### src/rtl/mseq_pkg.sv
// Shared opcode and next-address source encodings for the microsequencer and its bench.
package mseq_pkg;

    localparam int MSEQ_OPCODE_W = 4;
    localparam int MSEQ_SRC_W    = 3;

    localparam logic [MSEQ_OPCODE_W-1:0] MSEQ_OP_ENC     = 4'b0000;
    localparam logic [MSEQ_OPCODE_W-1:0] MSEQ_OP_FETCH   = 4'b0001;
    localparam logic [MSEQ_OPCODE_W-1:0] MSEQ_OP_BRANCH  = 4'b0010;
    localparam logic [MSEQ_OPCODE_W-1:0] MSEQ_OP_INC     = 4'b0011;
    localparam logic [MSEQ_OPCODE_W-1:0] MSEQ_OP_ENC_IF  = 4'b0100;
    localparam logic [MSEQ_OPCODE_W-1:0] MSEQ_OP_FETCH_IF= 4'b0101;
    localparam logic [MSEQ_OPCODE_W-1:0] MSEQ_OP_INC_IF  = 4'b0110;
    localparam logic [MSEQ_OPCODE_W-1:0] MSEQ_OP_WAIT    = 4'b0111;
    localparam logic [MSEQ_OPCODE_W-1:0] MSEQ_OP_CALL    = 4'b1000;
    localparam logic [MSEQ_OPCODE_W-1:0] MSEQ_OP_RET     = 4'b1001;
    localparam logic [MSEQ_OPCODE_W-1:0] MSEQ_OP_CALL_IF = 4'b1010;
    localparam logic [MSEQ_OPCODE_W-1:0] MSEQ_OP_RET_IF  = 4'b1011;

    localparam logic [MSEQ_SRC_W-1:0] MSEQ_SRC_ENC    = 3'd0;
    localparam logic [MSEQ_SRC_W-1:0] MSEQ_SRC_FETCH  = 3'd1;
    localparam logic [MSEQ_SRC_W-1:0] MSEQ_SRC_BRANCH = 3'd2;
    localparam logic [MSEQ_SRC_W-1:0] MSEQ_SRC_INC    = 3'd3;
    localparam logic [MSEQ_SRC_W-1:0] MSEQ_SRC_HOLD   = 3'd4;
    localparam logic [MSEQ_SRC_W-1:0] MSEQ_SRC_POP    = 3'd5;

endpackage

### src/rtl/mseq_return_stack.sv
// LIFO holding subroutine return addresses; pushes when full and pops when empty are ignored
// here, the caller flags them.
module mseq_return_stack #(
    parameter int DEPTH = 4,
    parameter int WIDTH = 8
) (
    input  logic                     clk,
    input  logic                     rst_n,
    input  logic                     push,
    input  logic                     pop,
    input  logic [WIDTH-1:0]         push_data,
    output logic [WIDTH-1:0]         top_data,
    output logic [$clog2(DEPTH):0]   level,
    output logic                     full,
    output logic                     empty
);

    localparam int PTR_W = $clog2(DEPTH);
    localparam int LVL_W = PTR_W + 1;

    logic [LVL_W-1:0] level_q, level_d;
    logic [WIDTH-1:0] mem_q [DEPTH];
    logic [WIDTH-1:0] mem_d [DEPTH];
    logic [PTR_W-1:0] wr_idx;
    logic [PTR_W-1:0] rd_idx;

    assign full     = (level_q == LVL_W'(DEPTH));
    assign empty    = (level_q == '0);
    assign level    = level_q;
    assign wr_idx   = level_q[PTR_W-1:0];
    assign rd_idx   = PTR_W'(level_q - 1'b1);
    assign top_data = mem_q[rd_idx];

    always_comb begin
        level_d = level_q;
        mem_d   = mem_q;
        if (push && !full) begin
            mem_d[wr_idx] = push_data;
            level_d       = level_q + 1'b1;
        end else if (pop && !empty) begin
            level_d = level_q - 1'b1;
        end
    end

    always_ff @(posedge clk or negedge rst_n) begin
        if (!rst_n) begin
            level_q <= '0;
        end else begin
            level_q <= level_d;
        end
    end

    // Entry contents need no reset: the level alone says which entries are valid.
    always_ff @(posedge clk) begin
        mem_q <= mem_d;
    end

endmodule

### src/rtl/microsequencer_next_address.sv
// Control-unit microsequencer: picks and registers the next control-store address.
// Return stack and its error flag exist only when MSEQ_RETURN_STACK_EN is defined.
module microsequencer_next_address
    import mseq_pkg::*;
#(
    parameter int ADDR_W      = 8,
    parameter int COND_N      = 4,
    parameter int STACK_DEPTH = 4,
    parameter int FETCH_ADDR  = 1,
    parameter int RESET_ADDR  = 0
) (
    input  logic                         Clock,
    input  logic                         Reset_N,
    input  logic                         Stall,
    input  logic [3:0]                   Next_State_Control,
    input  logic [$clog2(COND_N)-1:0]    Cond_Select,
    input  logic                         Invert_Control,
    input  logic [COND_N-1:0]            Conditions,
    input  logic [ADDR_W-1:0]            Encoder_Address,
    input  logic [ADDR_W-1:0]            Branch_Address,
    output logic [ADDR_W-1:0]            State_Address,
    output logic [2:0]                   Next_Address_Select,
    output logic [$clog2(STACK_DEPTH):0] Stack_Level,
    output logic                         Stack_Error
);

    localparam int SEL_W = $clog2(COND_N);

    logic [(1<<SEL_W)-1:0] cond_ext;
    logic                  cond;
    logic [MSEQ_SRC_W-1:0] src;
    logic [ADDR_W-1:0]     addr_q, addr_d;
    logic [ADDR_W-1:0]     inc_addr;

`ifdef MSEQ_RETURN_STACK_EN
    logic              push_req;
    logic              pop_req;
    logic              stack_full;
    logic              stack_empty;
    logic [ADDR_W-1:0] stack_top;
    logic              err_q, err_d;
`endif

    // Unpopulated select codes read as a zero condition before inversion.
    always_comb begin
        cond_ext                 = '0;
        cond_ext[COND_N-1:0]     = Conditions;
    end

    assign cond     = cond_ext[Cond_Select] ^ Invert_Control;
    assign inc_addr = addr_q + 1'b1;

    always_comb begin
        src = MSEQ_SRC_FETCH;
`ifdef MSEQ_RETURN_STACK_EN
        push_req = 1'b0;
        pop_req  = 1'b0;
`endif
        case (Next_State_Control)
            MSEQ_OP_ENC:      src = MSEQ_SRC_ENC;
            MSEQ_OP_FETCH:    src = MSEQ_SRC_FETCH;
            MSEQ_OP_BRANCH:   src = MSEQ_SRC_BRANCH;
            MSEQ_OP_INC:      src = MSEQ_SRC_INC;
            MSEQ_OP_ENC_IF:   src = cond ? MSEQ_SRC_ENC   : MSEQ_SRC_BRANCH;
            MSEQ_OP_FETCH_IF: src = cond ? MSEQ_SRC_FETCH : MSEQ_SRC_BRANCH;
            MSEQ_OP_INC_IF:   src = cond ? MSEQ_SRC_INC   : MSEQ_SRC_BRANCH;
            MSEQ_OP_WAIT:     src = cond ? MSEQ_SRC_INC   : MSEQ_SRC_HOLD;
`ifdef MSEQ_RETURN_STACK_EN
            MSEQ_OP_CALL: begin
                src      = MSEQ_SRC_BRANCH;
                push_req = 1'b1;
            end
            MSEQ_OP_RET: begin
                src     = MSEQ_SRC_POP;
                pop_req = 1'b1;
            end
            MSEQ_OP_CALL_IF: begin
                src      = cond ? MSEQ_SRC_BRANCH : MSEQ_SRC_INC;
                push_req = cond;
            end
            MSEQ_OP_RET_IF: begin
                src     = cond ? MSEQ_SRC_POP : MSEQ_SRC_INC;
                pop_req = cond;
            end
`else
            MSEQ_OP_CALL:     src = MSEQ_SRC_BRANCH;
            MSEQ_OP_RET:      src = MSEQ_SRC_FETCH;
            MSEQ_OP_CALL_IF:  src = cond ? MSEQ_SRC_BRANCH : MSEQ_SRC_INC;
            MSEQ_OP_RET_IF:   src = cond ? MSEQ_SRC_FETCH  : MSEQ_SRC_INC;
`endif
            default:          src = MSEQ_SRC_FETCH;
        endcase
    end

    // A return with nothing on the stack falls back to the fetch state.
    always_comb begin
        addr_d = addr_q;
        if (!Stall) begin
            case (src)
                MSEQ_SRC_ENC:    addr_d = Encoder_Address;
                MSEQ_SRC_FETCH:  addr_d = ADDR_W'(FETCH_ADDR);
                MSEQ_SRC_BRANCH: addr_d = Branch_Address;
                MSEQ_SRC_INC:    addr_d = inc_addr;
                MSEQ_SRC_HOLD:   addr_d = addr_q;
`ifdef MSEQ_RETURN_STACK_EN
                MSEQ_SRC_POP:    addr_d = stack_empty ? ADDR_W'(FETCH_ADDR) : stack_top;
`endif
                default:         addr_d = ADDR_W'(FETCH_ADDR);
            endcase
        end
    end

    always_ff @(posedge Clock or negedge Reset_N) begin
        if (!Reset_N) begin
            addr_q <= ADDR_W'(RESET_ADDR);
        end else begin
            addr_q <= addr_d;
        end
    end

    assign State_Address       = addr_q;
    assign Next_Address_Select = src;

`ifdef MSEQ_RETURN_STACK_EN
    mseq_return_stack #(
        .DEPTH (STACK_DEPTH),
        .WIDTH (ADDR_W)
    ) u_stack (
        .clk       (Clock),
        .rst_n     (Reset_N),
        .push      (push_req && !Stall),
        .pop       (pop_req && !Stall),
        .push_data (inc_addr),
        .top_data  (stack_top),
        .level     (Stack_Level),
        .full      (stack_full),
        .empty     (stack_empty)
    );

    always_comb begin
        err_d = err_q;
        if (!Stall && ((push_req && stack_full) || (pop_req && stack_empty))) begin
            err_d = 1'b1;
        end
    end

    always_ff @(posedge Clock or negedge Reset_N) begin
        if (!Reset_N) begin
            err_q <= 1'b0;
        end else begin
            err_q <= err_d;
        end
    end

    assign Stack_Error = err_q;
`else
    assign Stack_Level = '0;
    assign Stack_Error = 1'b0;
`endif

endmodule

### config.mk
export PLATFORM = sky130hd
export DESIGN_NAME = microsequencer_next_address
export DESIGN_NICKNAME = d
export VERILOG_FILES = /design/src/rtl/mseq_pkg.sv /design/src/rtl/mseq_return_stack.sv /design/src/rtl/microsequencer_next_address.sv
export SDC_FILE = /design/constraint.sdc
export NUM_CORES = 1
export LEC_CHECK = 0
export ABC_AREA = 0
export BUFFER_PORTS_ARGS = -buffer_cell sky130_fd_sc_hd__buf_2
export CAP_MARGIN = 30
export CORE_UTILIZATION = 35
export DETAILED_ROUTE_END_ITERATION = 8
export GPL_ROUTABILITY_DRIVEN = 1
export PLACE_DENSITY_LB_ADDON = 0.3
export RECOVER_POWER = 25
export SYNTH_ARGS = -nofsm -noshare
export SYNTH_HDL_FRONTEND = slang
export SYNTH_SLANG_ARGS = --single-unit
### constraint.sdc
create_clock -name Clock -period 3.3 [get_ports Clock]
set_clock_uncertainty 0.1 [all_clocks]
set_input_delay 0.165 -clock Clock [delete_from_list [all_inputs] [get_ports Clock]]
set_output_delay 0.165 -clock Clock [all_outputs]
set_load 0.05 [all_outputs]
Word-level counts from Yosys, hierarchy flattened
Index checks and enable logic that the tools add are counted.

word-level totals
  input bits = 30
  logic and storage cells = 32
  output and inout bits = 15
  register bits = 8

operators by class
  multiplexer cells = 10
  $add $sub $neg = 1
  equal/unequal tests = 12
  order comparisons = 1
  bitwise operators = 3
  reductions and logical operators = 4

operators by type and width
  kind                                                                          count
  8-bit case mux with 4 select lines                                            1
  3-bit case mux with 9 select lines                                            1
  4-bit by 3-bit equality test with 1-bit output, second input constant         4
  4-bit equality test, second input constant                                    3
  8-bit by 1-bit adder with 8-bit output, second input constant                 1
  4-bit by 2-bit equality test with 1-bit output, second input constant         2
  3-bit by 2-bit equality test with 1-bit output, second input constant         2
  2-bit 2-to-1 mux                                                              3
  4-bit zero test                                                               1
  3-bit equality test, second input constant                                    1
  3-bit zero test                                                               1
  2-bit by 3-bit less-than comparator with 1-bit output, second input constant  1
  1-bit 2-to-1 mux                                                              3
  3-bit 2-to-1 mux                                                              1
  1-bit binary-select mux with 2-bit select                                     1
  1-bit inverter                                                                2
  2-bit AND reduction                                                           1
  2-bit OR reduction                                                            1
  1-bit bitwise XOR                                                             1

Depth between registers and ports, before layout
Gate-level depths: netlist of the first run.

  depth after elaboration = 8
  mapped depth = 7
  depth with buffers taken out = 6

Worst setup path before layout of the first run
OpenSTA, ideal clock, no wires.

  kind = input to output
  from = in Cond_Select[0]
  to = out Next_Address_Select[0]
  setup slack = 1143 ps
  path buffers = 0
  data arrival time = 1892 ps
  data required time = 3035 ps
  cell stages on the path = 5
  cells stage by stage = mux4_2 -> xnor2_4 -> mux2_2 -> a221oi_1 -> inv_1

on the way
  word-level cells in the longest chain between the ends = 5
  elaborated cells between the ends (all ways) = 8
  those cells by class = mux (7); bitwise (1)

ends and longest elaborated chain
  element                                         line                               RTL
  from (decl)                                     microsequencer_next_address.sv:16  input logic [$clog2(COND_N)-1:0] Cond_Select,
  1-bit binary-select mux with 2-bit select *     microsequencer_next_address.sv:50  assign cond = cond_ext[Cond_Select] ^ Invert_Control;
  1-bit 2-to-1 mux (not written as such) *        microsequencer_next_address.sv:50
  1-bit bitwise XOR *                             microsequencer_next_address.sv:50
  1-bit 2-to-1 mux, or another cell as far along  microsequencer_next_address.sv:88  MSEQ_OP_CALL_IF: src = cond ? MSEQ_SRC_BRANCH : MSEQ_SRC_INC;
  3-bit case mux with 9 select lines *            microsequencer_next_address.sv:59  case (Next_State_Control)
  to (decl)                                       microsequencer_next_address.sv:22  output logic [2:0] Next_Address_Select,

Every way passes the cells marked *; elsewhere a longest branch is shown, timed or not. The select of a mux whose other input is x is not followed.

Worst setup path after layout of the first run
  from = in Cond_Select[0]
  to = out Next_Address_Select[1]

on the way
  word-level cells in the longest chain between the ends = 5
  elaborated cells between the ends (all ways) = 8
  those cells by class = mux (7); bitwise (1)

ends and longest elaborated chain
  element                                         line                               RTL
  1-bit binary-select mux with 2-bit select *     microsequencer_next_address.sv:50
  1-bit 2-to-1 mux (not written as such) *        microsequencer_next_address.sv:50
  1-bit bitwise XOR *                             microsequencer_next_address.sv:50
  2-bit 2-to-1 mux, or another cell as far along  microsequencer_next_address.sv:89  MSEQ_OP_RET_IF: src = cond ? MSEQ_SRC_FETCH : MSEQ_SRC_INC;
  3-bit case mux with 9 select lines *            microsequencer_next_address.sv:59

Marked as above.

==> results.json, run 1 <==
{
  "synthFlopType": "dfrtp_1",
  "use_met2": 0.2569,
  "crit_slowest_cell": "mux4_2",
  "startpoint_type": "input port",
  "port-buffer-count": 40,
  "pwr-share-seq": 0.307,
  "die_w_um": 49,
  "std_cell_rows": 16,
  "clk_latency_ps": 260,
  "ys_seq_elements": 8,
  "cp.required_ps": 3030,
  "drt_iter0_drc": 10,
  "die-area_um2": 2401,
  "hold_viol_final": 0,
  "max_clock_freq_ghz": 0.4029,
  "place.gp.congestion": 0.7546,
  "crit_fanout": 10,
  "synthAdderAreaFrac": 0.01618,
  "place_hpwl_mm": 1.379,
  "clock-sinks": 8,
  "cpMostUsedCell": "buf_2",
  "cts_root_buf": "clkbuf_4",
  "synth_edf_count": 0,
  "switching_power_w": 0.0002130,
  "final_layout_size_suffix_gt1_frac": 0.3701,
  "worst_path_dominant_cell_family": "multiplexers",
  "p_leak_nw": 0.5116,
  "rsz0062_at_grt": "no",
  "grtUsageTotal": 0.1514,
  "worst_pin_slew_ps": 600.7,
  "power_density_nw_per_um2": 444.0,
  "synth_common_cells": "10 x mux2i_1, 9 x nor2_1, 8 x dfrtp_1, 8 x nand2_1, 6 x o21ai_0",
  "nNetsFinal": 160,
  "status": "completed",
  "vias_per_cell": 5.026,
  "synth.avg_cell_area_um2": 8.888,
  "critical_path_arrival_ps": 2220,
  "yosys.area.top_type": "dfrtp_1",
  "path_buf_inv": 2,
  "ios": 45,
  "die_h_um": 49,
  "overflow": 0,
  "synth_compound_area_frac": 0.2168,
  "clkTransAtPathRegs_ps": 60,
  "syn_inst": 87,
  "critical_path_cell_count": 6,
  "cts.path.max_buffers": 2,
  "drc": 0,
  "vias": 774,
  "ff2ff_setup_slack_ps": 1620,
  "swShare": 0.4797,
  "fin_crit_sh": 0.7521,
  "use_met1": 0.1769,
  "end_kind": "output pin",
  "synth_top_family_by_area": "simple AND/OR/NAND/NOR gates",
  "ctsResizeCount": 0,
  "combPwrFrac": 0.505,
  "holdPathStages": 3,
  "power.internal_w": 0.0002310,
  "syn_area_um2": 773.2,
  "hold_class": "in -> reg",
  "setup-tns-final_ps": 0,
  "post_drt_wl_per_cell_um": 11.73,
  "yosysSeqAreaShare": 0.2589,
  "p_clk_frac": 0.188,
  "cts_tree": "done",
  "cts_buffers": 3,
  "muxShareOfSynthArea": 0.1731,
  "area_growth_pct": 29.29,
  "ant_nets": 0,
  "synthSimpleGateAreaFrac": 0.2201,
  "drv_slew": 0,
  "start_util": 0.3824,
  "irDropWorstVdd_v": 0.0002192,
  "r2r_cells": 6,
  "h-tree-depth": 1,
  "grt_pass1_wl_mm": 2.773,
  "yosysMostFrequentCell": "mux2i_1",
  "ys_warn_count": 0,
  "drv_cap": 0,
  "critical_path_class": "in -> out",
  "synth_xor_area_frac": 0.03560,
  "setup_violations": 0,
  "cts_setup_buffers": 0,
  "fin_crit_ps": 2482,
  "critPathMaxStageDelay_ps": 550,
  "crit_chain": "buf_2 > mux4_2 > xnor2_4 > mux2i_1 > a221o_1 > buf_2",
  "synth.distinct_cells": 34,
  "synth_top_area_frac": 0.2589,
  "diodes": 0,
  "power_w": 0.0004439,
  "ys_async_sr_fraction": 1.000,
  "first_pass_iters": 4,
  "grt_pass1_vias": 671,
  "wl_mm": 1.806,
  "slew_headroom": 0.5881,
  "top_usage_layer": "met2",
  "grt_max_degree": 13,
  "grtUsageMet3": 0.03738,
  "coreArea_um2": 2022,
  "synthTopCellsByArea": "dfrtp_1 26%, mux2i_1 13%, nor2_1 4.4%",
  "largest_register_ffs": 8,
  "antenna_found_initial": 0
}
[path summary, 6_finish.rpt]
path / startpoint / to
setup reg to reg: State_Address[0]$_DFFE_PN0P_ / State_Address[6]$_DFFE_PN0P_
setup / recovery: Cond_Select[0] / Next_Address_Select[1]
hold / removal: Encoder_Address[0] / State_Address[0]$_DFFE_PN0P_
hold reg to reg: State_Address[1]$_DFFE_PN0P_ / State_Address[1]$_DFFE_PN0P_
max in group asynchronous: Reset_N / State_Address[3]$_DFFE_PN0P_
min in group asynchronous: Reset_N / State_Address[1]$_DFFE_PN0P_
[per-stage QoR]
stage | hold WS, ps | cells | util | setup slack [ps] | instance area [µm²]
floorplan | -230.6 | 90 | - | 1143 | 784.5
global placement | -81.67 | 150 | 0.4790 | 851.2 | 968.4
detailed placement | -80.01 | 150 | 0.4790 | 815.8 | 968.4
CTS | 103.5 | 154 | 0.4951 | 807.4 | 1001
global route | 116.0 | 154 | 0.4944 | 704.6 | 999.7
finish | 107.2 | 154 | 0.4944 | 817.9 | 999.7
[layer usage]
metal	part of all wire	routed length (µm)	vias to the layer above
met5	0	0	-
met4	0.012	21	0
met3	0.049	89	3
met2	0.49	880	26
met1	0.45	814	344
li1	-	-	401
[kinds of logic after synthesis]
logic type | count (synthesis)
simple gates | 34
compound gates | 21
mux | 12
buf+inv | 9
flops | 8
fa+ha+maj | 1
other cells | 1
xor+xnor | 1
[cell type report]
cell class	instances	area [µm²]
inverter	2	7.507
timing repair buffer	41	209.0
clock buffer	3	22.52
fill	203	1022
multi-input combinational	73	526.8
sequential	8	200.2
tap	27	33.78
[tightest hold or removal path, cell delays in order]
cell	delay [ps]
buf_2	70
mux2i_1	70
o211ai_2	130
[power by group through the flow]
stage / Sequential (W) / Combinational (W) / Clock (W)
2_1_floorplan: 0.000198 / 0.000110 / 0
3_3_place_gp: 0.000136 / 0.000222 / 0
3_5_place_dp: 0.000138 / 0.000223 / 0
4_1_cts: 0.000136 / 0.000225 / 0.0000842
5_1_grt: 0.000139 / 0.000240 / 0.0000882
6_report: 0.000136 / 0.000224 / 0.0000835
[cell usage in the layout (no fill, tap or decap), types with 2 or more instances in the layout]
cell	count
and3_1	4
o221ai_1	3
clkbuf_4	3
buf_2	39
conb_1	4
inv_1	2
dfrtp_1	8
and2_1	2
nand3_1	2
mux2i_1	10
o21ai_0	6
nor2b_1	2
nand3b_1	2
nor2_1	9
nand2_1	8
o211ai_1	4
or3_1	2
[what timing repair did]
item / in CTS / in global routing
endpoints found under the setup margin: 0 / 0
hold endpoints to repair: 8 / 0
hold buffers: 1 / 0
Power figures use the tool's default switching activity.
==> run 2, diff against run 1 <==
Clock period 3.3 ns to 2.45 ns, I/O delays scaled along.
==> run 2 against run 1 <==
  * Die area did not move
  * Routed wire length grew 1.5%
  * Register-to-register slack worse by 830 ps
  * Combinational power grew 39%
  * Non-clock buffer count rose by 3
  * Design area grew 2.3%
  * Count of clock-buffer cells in the layout did not move
  * Worst setup slack worse by 610 ps
  * Utilization increased by 1.1 points
  * Hold slack worse by 35 ps
==> results.json, run 2 (synthesis gave the netlist of run 1 again) <==
{
  "port-buffer-count": 40,
  "crit_fanout": 6,
  "diodes": 0,
  "coreArea_um2": 2022,
  "grt_pass1_vias": 752,
  "crit_chain": "buf_2 > mux4_2 > xnor2_4 > mux2_2 > a221oi_1 > inv_1 > buf_2",
  "clk_latency_ps": 260,
  "cts_root_buf": "clkbuf_4",
  "grt_max_degree": 13,
  "first_pass_iters": 4,
  "r2r-start": "State_Address[0]$_DFFE_PN0P_",
  "hold_end": "State_Address[7]$_DFFE_PN0P_",
  "crit_slowest_cell": "mux4_2",
  "clock-sinks": 8,
  "drc": 0,
  "cp.required_ps": 2230,
  "cts.path.max_buffers": 2,
  "wl_mm": 1.833,
  "ant_nets": 0,
  "startpoint_type": "input port",
  "vias_per_cell": 5.229,
  "holdPathStages": 3,
  "status": "completed",
  "std_cell_rows": 16,
  "cts_buffers": 3,
  "r2r_cells": 6,
  "largest_register_ffs": 8,
  "grt_pass1_wl_mm": 3.201,
  "setup-tns-final_ps": 0,
  "drv_slew": 0,
  "antenna_found_initial": 0,
  "final_cell_mix": "39 x buf_2, 10 x mux2i_1, 9 x nor2_1",
  "start_util": 0.3824,
  "final_common_cell": "buf_2",
  "min_from": "Encoder_Address[7]",
  "rsz0062_at_grt": "no",
  "fin_crit_sh": 0.9162,
  "path_buf_inv": 3,
  "cpMostUsedCell": "buf_2",
  "critical_path_arrival_ps": 2020,
  "nNetsFinal": 163,
  "final_layout_size_suffix_gt1_frac": 0.3846,
  "die_h_um": 49,
  "reg2reg_to": "State_Address[6]$_DFFE_PN0P_",
  "p_leak_nw": 0.5256,
  "power_density_nw_per_um2": 583.1,
  "critical_path_class": "in -> out",
  "clkTransAtPathRegs_ps": 60,
  "die-area_um2": 2401,
  "grtUsageTotal": 0.1739,
  "end_kind": "output pin",
  "area_growth_pct": 32.20,
  "fin_crit_ps": 2245,
  "overflow": 0,
  "hold_viol_final": 0,
  "drt_iter0_drc": 13,
  "ios": 45,
  "cts_tree": "done",
  "power_w": 0.0005961,
  "setup_violations": 0,
  "die_w_um": 49,
  "place.gp.congestion": 0.7413,
  "vias": 821,
  "critPathMaxStageDelay_ps": 550,
  "hold_class": "in -> reg",
  "worst_path_dominant_cell_family": "multiplexers",
  "whs_ps": 71.97,
  "max_clock_freq_ghz": 0.4455,
  "critical_path_cell_count": 7,
  "ff2ff_setup_slack_ps": 790,
  "drv_cap": 0,
  "ctsResizeCount": 0,
  "irDropWorstVdd_v": 0.0002892,
  "h-tree-depth": 1,
  "post_drt_wl_per_cell_um": 11.68,
  "place_hpwl_mm": 1.453
}
-- run 2: per-stage QoR --
stage	std cells	setup slack, ps	area [µm²]	utilization
5_1_grt	157	97.32	1022	0.5056
3_3_place_gp	153	240.0	991.0	0.4901
6_report	157	205.3	1022	0.5056
4_1_cts	157	205.0	1023	0.5062
2_1_floorplan	90	374.2	784.5	-
3_5_place_dp	153	201.9	991.0	0.4901
-- run 2: routing by layer --
layer  part of all wire  track usage  routed length [µm]
met1               0.42       0.2139                 778
met2               0.49       0.2824                 904
met3              0.076      0.06231                 140
met4             0.0055      0.05392                  10
met5                  0            0                   0
-- run 2: power by group --
group | leakage (nW) | internal, W | switching [W]
registers | 0.103 | 0.000157 | 0.0000258
clock network | 0.0138 | 0.0000561 | 0.0000453
logic | 0.409 | 0.000105 | 0.000207
-- run 2: area by class of cell --
type,count,area [µm²]
Sequential cell,8,200.2
Inverter,2,7.507
Clock buffer,3,22.52
Multi-Input combinational cell,73,526.8
Tap cell,27,33.78
Timing Repair Buffer,44,231.5
Fill cell,192,999.7
-- run 2: worst register-to-register path: stages (launching register included) --
cell and delay, ps:
dfrtp_1 400, ha_1 210, and3_1 220, nand3_1 100, or3_1 310, a21o_1 160
o211ai_1 80
-- run 2: how the worst max path moves through the flow --
stage	start	endpoint
2_1_floorplan	Cond_Select[0]	State_Address[0]$_DFFE_PN0P_
5_1_grt	Cond_Select[0]	Next_Address_Select[0]
3_3_place_gp	Cond_Select[0]	Next_Address_Select[0]
6_report	Cond_Select[0]	Next_Address_Select[0]
4_1_cts	Cond_Select[0]	Next_Address_Select[0]
3_5_place_dp	Cond_Select[0]	State_Address[5]$_DFFE_PN0P_
-- run 2: what timing repair did --
action / CTS / global route
hold endpoints to repair: 8 / 0
buffers inserted: 0 / 0
hold buffers: 1 / 0
==> run 3, diff against run 2 <==
Settings changed: ABC_AREA 0 to 1.
==> run 3 against run 2 <==
  * Sequential power hardly changed
  * Synthesized cell count is 59% higher
  * Clock power is 8% lower
  * Largest cell class unchanged
==> results.json, run 3 <==
{
  "grt_pass1_vias": 918,
  "grt_pass1_wl_mm": 3.705,
  "final_cells": 209,
  "std_cell_rows": 18,
  "crit_fanout": 5,
  "cts_hold_buf": 1,
  "grt_max_degree": 18,
  "ios": 45,
  "ys_warn_count": 0,
  "yosys.area.top_type": "dfrtp_1",
  "synth.avg_cell_area_um2": 6.537,
  "cts_setup_buffers": 0,
  "fin_crit_sh": 0.6392,
  "vias_per_cell": 4.766,
  "rsz0062_at_grt": "no",
  "grtUsageTotal": 0.1786,
  "post_drt_wl_per_cell_um": 10.34,
  "port-buffer-count": 40,
  "status": "completed",
  "syn_area_um2": 902.1,
  "area_growth_pct": 25.24,
  "max_clock_freq_ghz": 0.6386,
  "cts_tree": "done",
  "fin_crit_ps": 1566,
  "reg2reg_to": "State_Address[7]$_DFFE_PN0P_",
  "clk_latency_ps": 240,
  "die-area_um2": 2785,
  "drt_iter0_drc": 26,
  "synthTopCellsByArea": "dfrtp_1 22%, nand3_1 18%, nand2_1 16%",
  "antenna_found_initial": 0,
  "dp_cells": 205,
  "die_h_um": 52.77,
  "overflow": 0,
  "finalWorstSetupSlack_ps": 884.0,
  "synth_edf_count": 0,
  "clock-sinks": 8,
  "power_density_nw_per_um2": 524.3,
  "fin_util": 0.4602,
  "ant_nets": 0,
  "final_common_cell": "buf_2",
  "drc": 0,
  "wl_mm": 2.161,
  "cts.path.max_buffers": 2,
  "cts_root_buf": "clkbuf_4",
  "power_w": 0.0005923,
  "synth.distinct_cells": 24,
  "critical_path_arrival_ps": 1650,
  "h-tree-depth": 1,
  "coreArea_um2": 2455,
  "cpMostUsedCell": "nand2_1",
  "first_pass_iters": 4,
  "cts_buffers": 3,
  "r2r_cells": 9,
  "synthFlopType": "dfrtp_1",
  "syn_inst": 138,
  "place_hpwl_mm": 1.845,
  "setup_violations": 0,
  "final_layout_size_suffix_gt1_frac": 0.3464,
  "startpoint": "State_Address[2]$_DFFE_PN0P_",
  "startpoint_type": "flip-flop",
  "die_w_um": 52.77,
  "r2r-start": "State_Address[2]$_DFFE_PN0P_",
  "setup-tns-final_ps": 0,
  "p_leak_nw": 0.6485,
  "fillCellCount": 275,
  "hold_class": "in -> reg",
  "start_util": 0.3675,
  "critPathMaxStageDelay_ps": 400,
  "crit_slowest_cell": "dfrtp_1",
  "crit_chain": "nand2_1 > nor2_1 > nand4_1 > nor2_1 > xor2_1 > nand3_1 > nand3_1 > nand2_1 > nand2_1",
  "drv_slew": 0,
  "yosysMostFrequentCell": "nand2_1",
  "critical_path_class": "reg -> reg",
  "largest_register_ffs": 8,
  "seqCellArea_um2": 200.2,
  "clkTransAtPathRegs_ps": 50,
  "hold_viol_final": 0,
  "synth_top_area_frac": 0.2219,
  "ctsResizeCount": 0,
  "drv_cap": 0,
  "ff2ff_setup_slack_ps": 880,
  "ys_async_sr_fraction": 1.000,
  "end_kind": "flip-flop",
  "synth_common_cells": "38 x nand2_1, 33 x nand3_1, 11 x nor2_1, 10 x inv_1, 8 x dfrtp_1",
  "ys_seq_elements": 8,
  "cp.required_ps": 2530,
  "diodes": 0,
  "vias": 996,
  "dpl_worst_slack_ps": 791.8,
  "irDropWorstVdd_v": 0.0004230,
  "final_cell_mix": "39 x buf_2, 38 x nand2_1, 33 x nand3_1",
  "place.gp.congestion": 0.7549,
  "nNetsFinal": 212,
  "yosysSeqAreaShare": 0.2219,
  "multi_input_comb_area_um2": 611.8,
  "crit_end": "State_Address[7]$_DFFE_PN0P_"
}
-- run 3: cell types whose count changed in the layout (fill, tap and decap cells not counted), sizes merged, moves of 5 or more --
cell / before / now
o21ai: 6 / 1
nand3: 2 / 37
o211ai: 5 / 0
mux2i: 10 / 0
inv: 2 / 13
nand2: 8 / 44
-- run 3: area by class of cell --
class	instances	share of cell area
Multi-Input combinational cell	114	0.5415
Timing Repair Buffer	41	0.1849
Sequential cell	8	0.1772
Inverter	13	0.04319
Tap cell	30	0.03322
Clock buffer	3	0.01993
-- run 3: cell families after synthesis --
| group | after synthesis | synth area share |
|---|---|---|
| adder cells (fa/ha/maj) | 1 | 0.01387 |
| buffers and inverters | 19 | 0.1123 |
| other | 1 | 0.004157 |
| XOR/XNOR | 4 | 0.03884 |
| AND/OR/NAND/NOR | 101 | 0.5659 |
| AO/OA/AOI/OAI | 4 | 0.04299 |
| flip-flops | 8 | 0.2219 |
-- run 3: worst min path at each step --
stage	slack [ps]	to	startpoint	cells after the start
2_1_floorplan	-270	State_Address[0]$_DFFE_PN0P_	Reset_N	0
5_1_grt	170	State_Address[4]$_DFFE_PN0P_	Encoder_Address[4]	5
3_3_place_gp	-130	State_Address[5]$_DFFE_PN0P_	Reset_N	1
4_1_cts	120	State_Address[5]$_DFFE_PN0P_	Encoder_Address[5]	5
6_report	130	State_Address[5]$_DFFE_PN0P_	Encoder_Address[5]	5
3_5_place_dp	-130	State_Address[3]$_DFFE_PN0P_	Reset_N	1
-- run 3: metal layers --
| layer | share of wire | wire (µm) | up-vias | global-route usage |
|---|---|---|---|---|
| li1 | - | - | 530 | - |
| met2 | 0.47 | 1022 | 26 | 0.2975 |
| met4 | 0.0065 | 14 | 0 | 0.07456 |
| met1 | 0.44 | 956 | 438 | 0.2265 |
| met3 | 0.077 | 167 | 2 | 0.02609 |
| met5 | 0 | 0 | - | 0 |
-- run 3: worst max-delay path: cells and delay by family (launching register included) --
kind / cells / cell delay, ps
xor+xnor: 1 / 170
flops: 1 / 400
simple gates: 8 / 840
-- run 3: per-stage QoR --
stage,hold WS [ps],instance area [µm²]
2_1_floorplan,-273.1,913.4
3_3_place_gp,-132.3,1099
3_5_place_dp,-128.4,1099
4_1_cts,116.5,1131
5_1_grt,170.8,1130
6_report,130.4,1130
-- run 3: report_power, final --
part           switching [W]  internal (W)
Combinational       0.000225     0.0000940
Sequential         0.0000264      0.000155
Clock              0.0000370     0.0000555
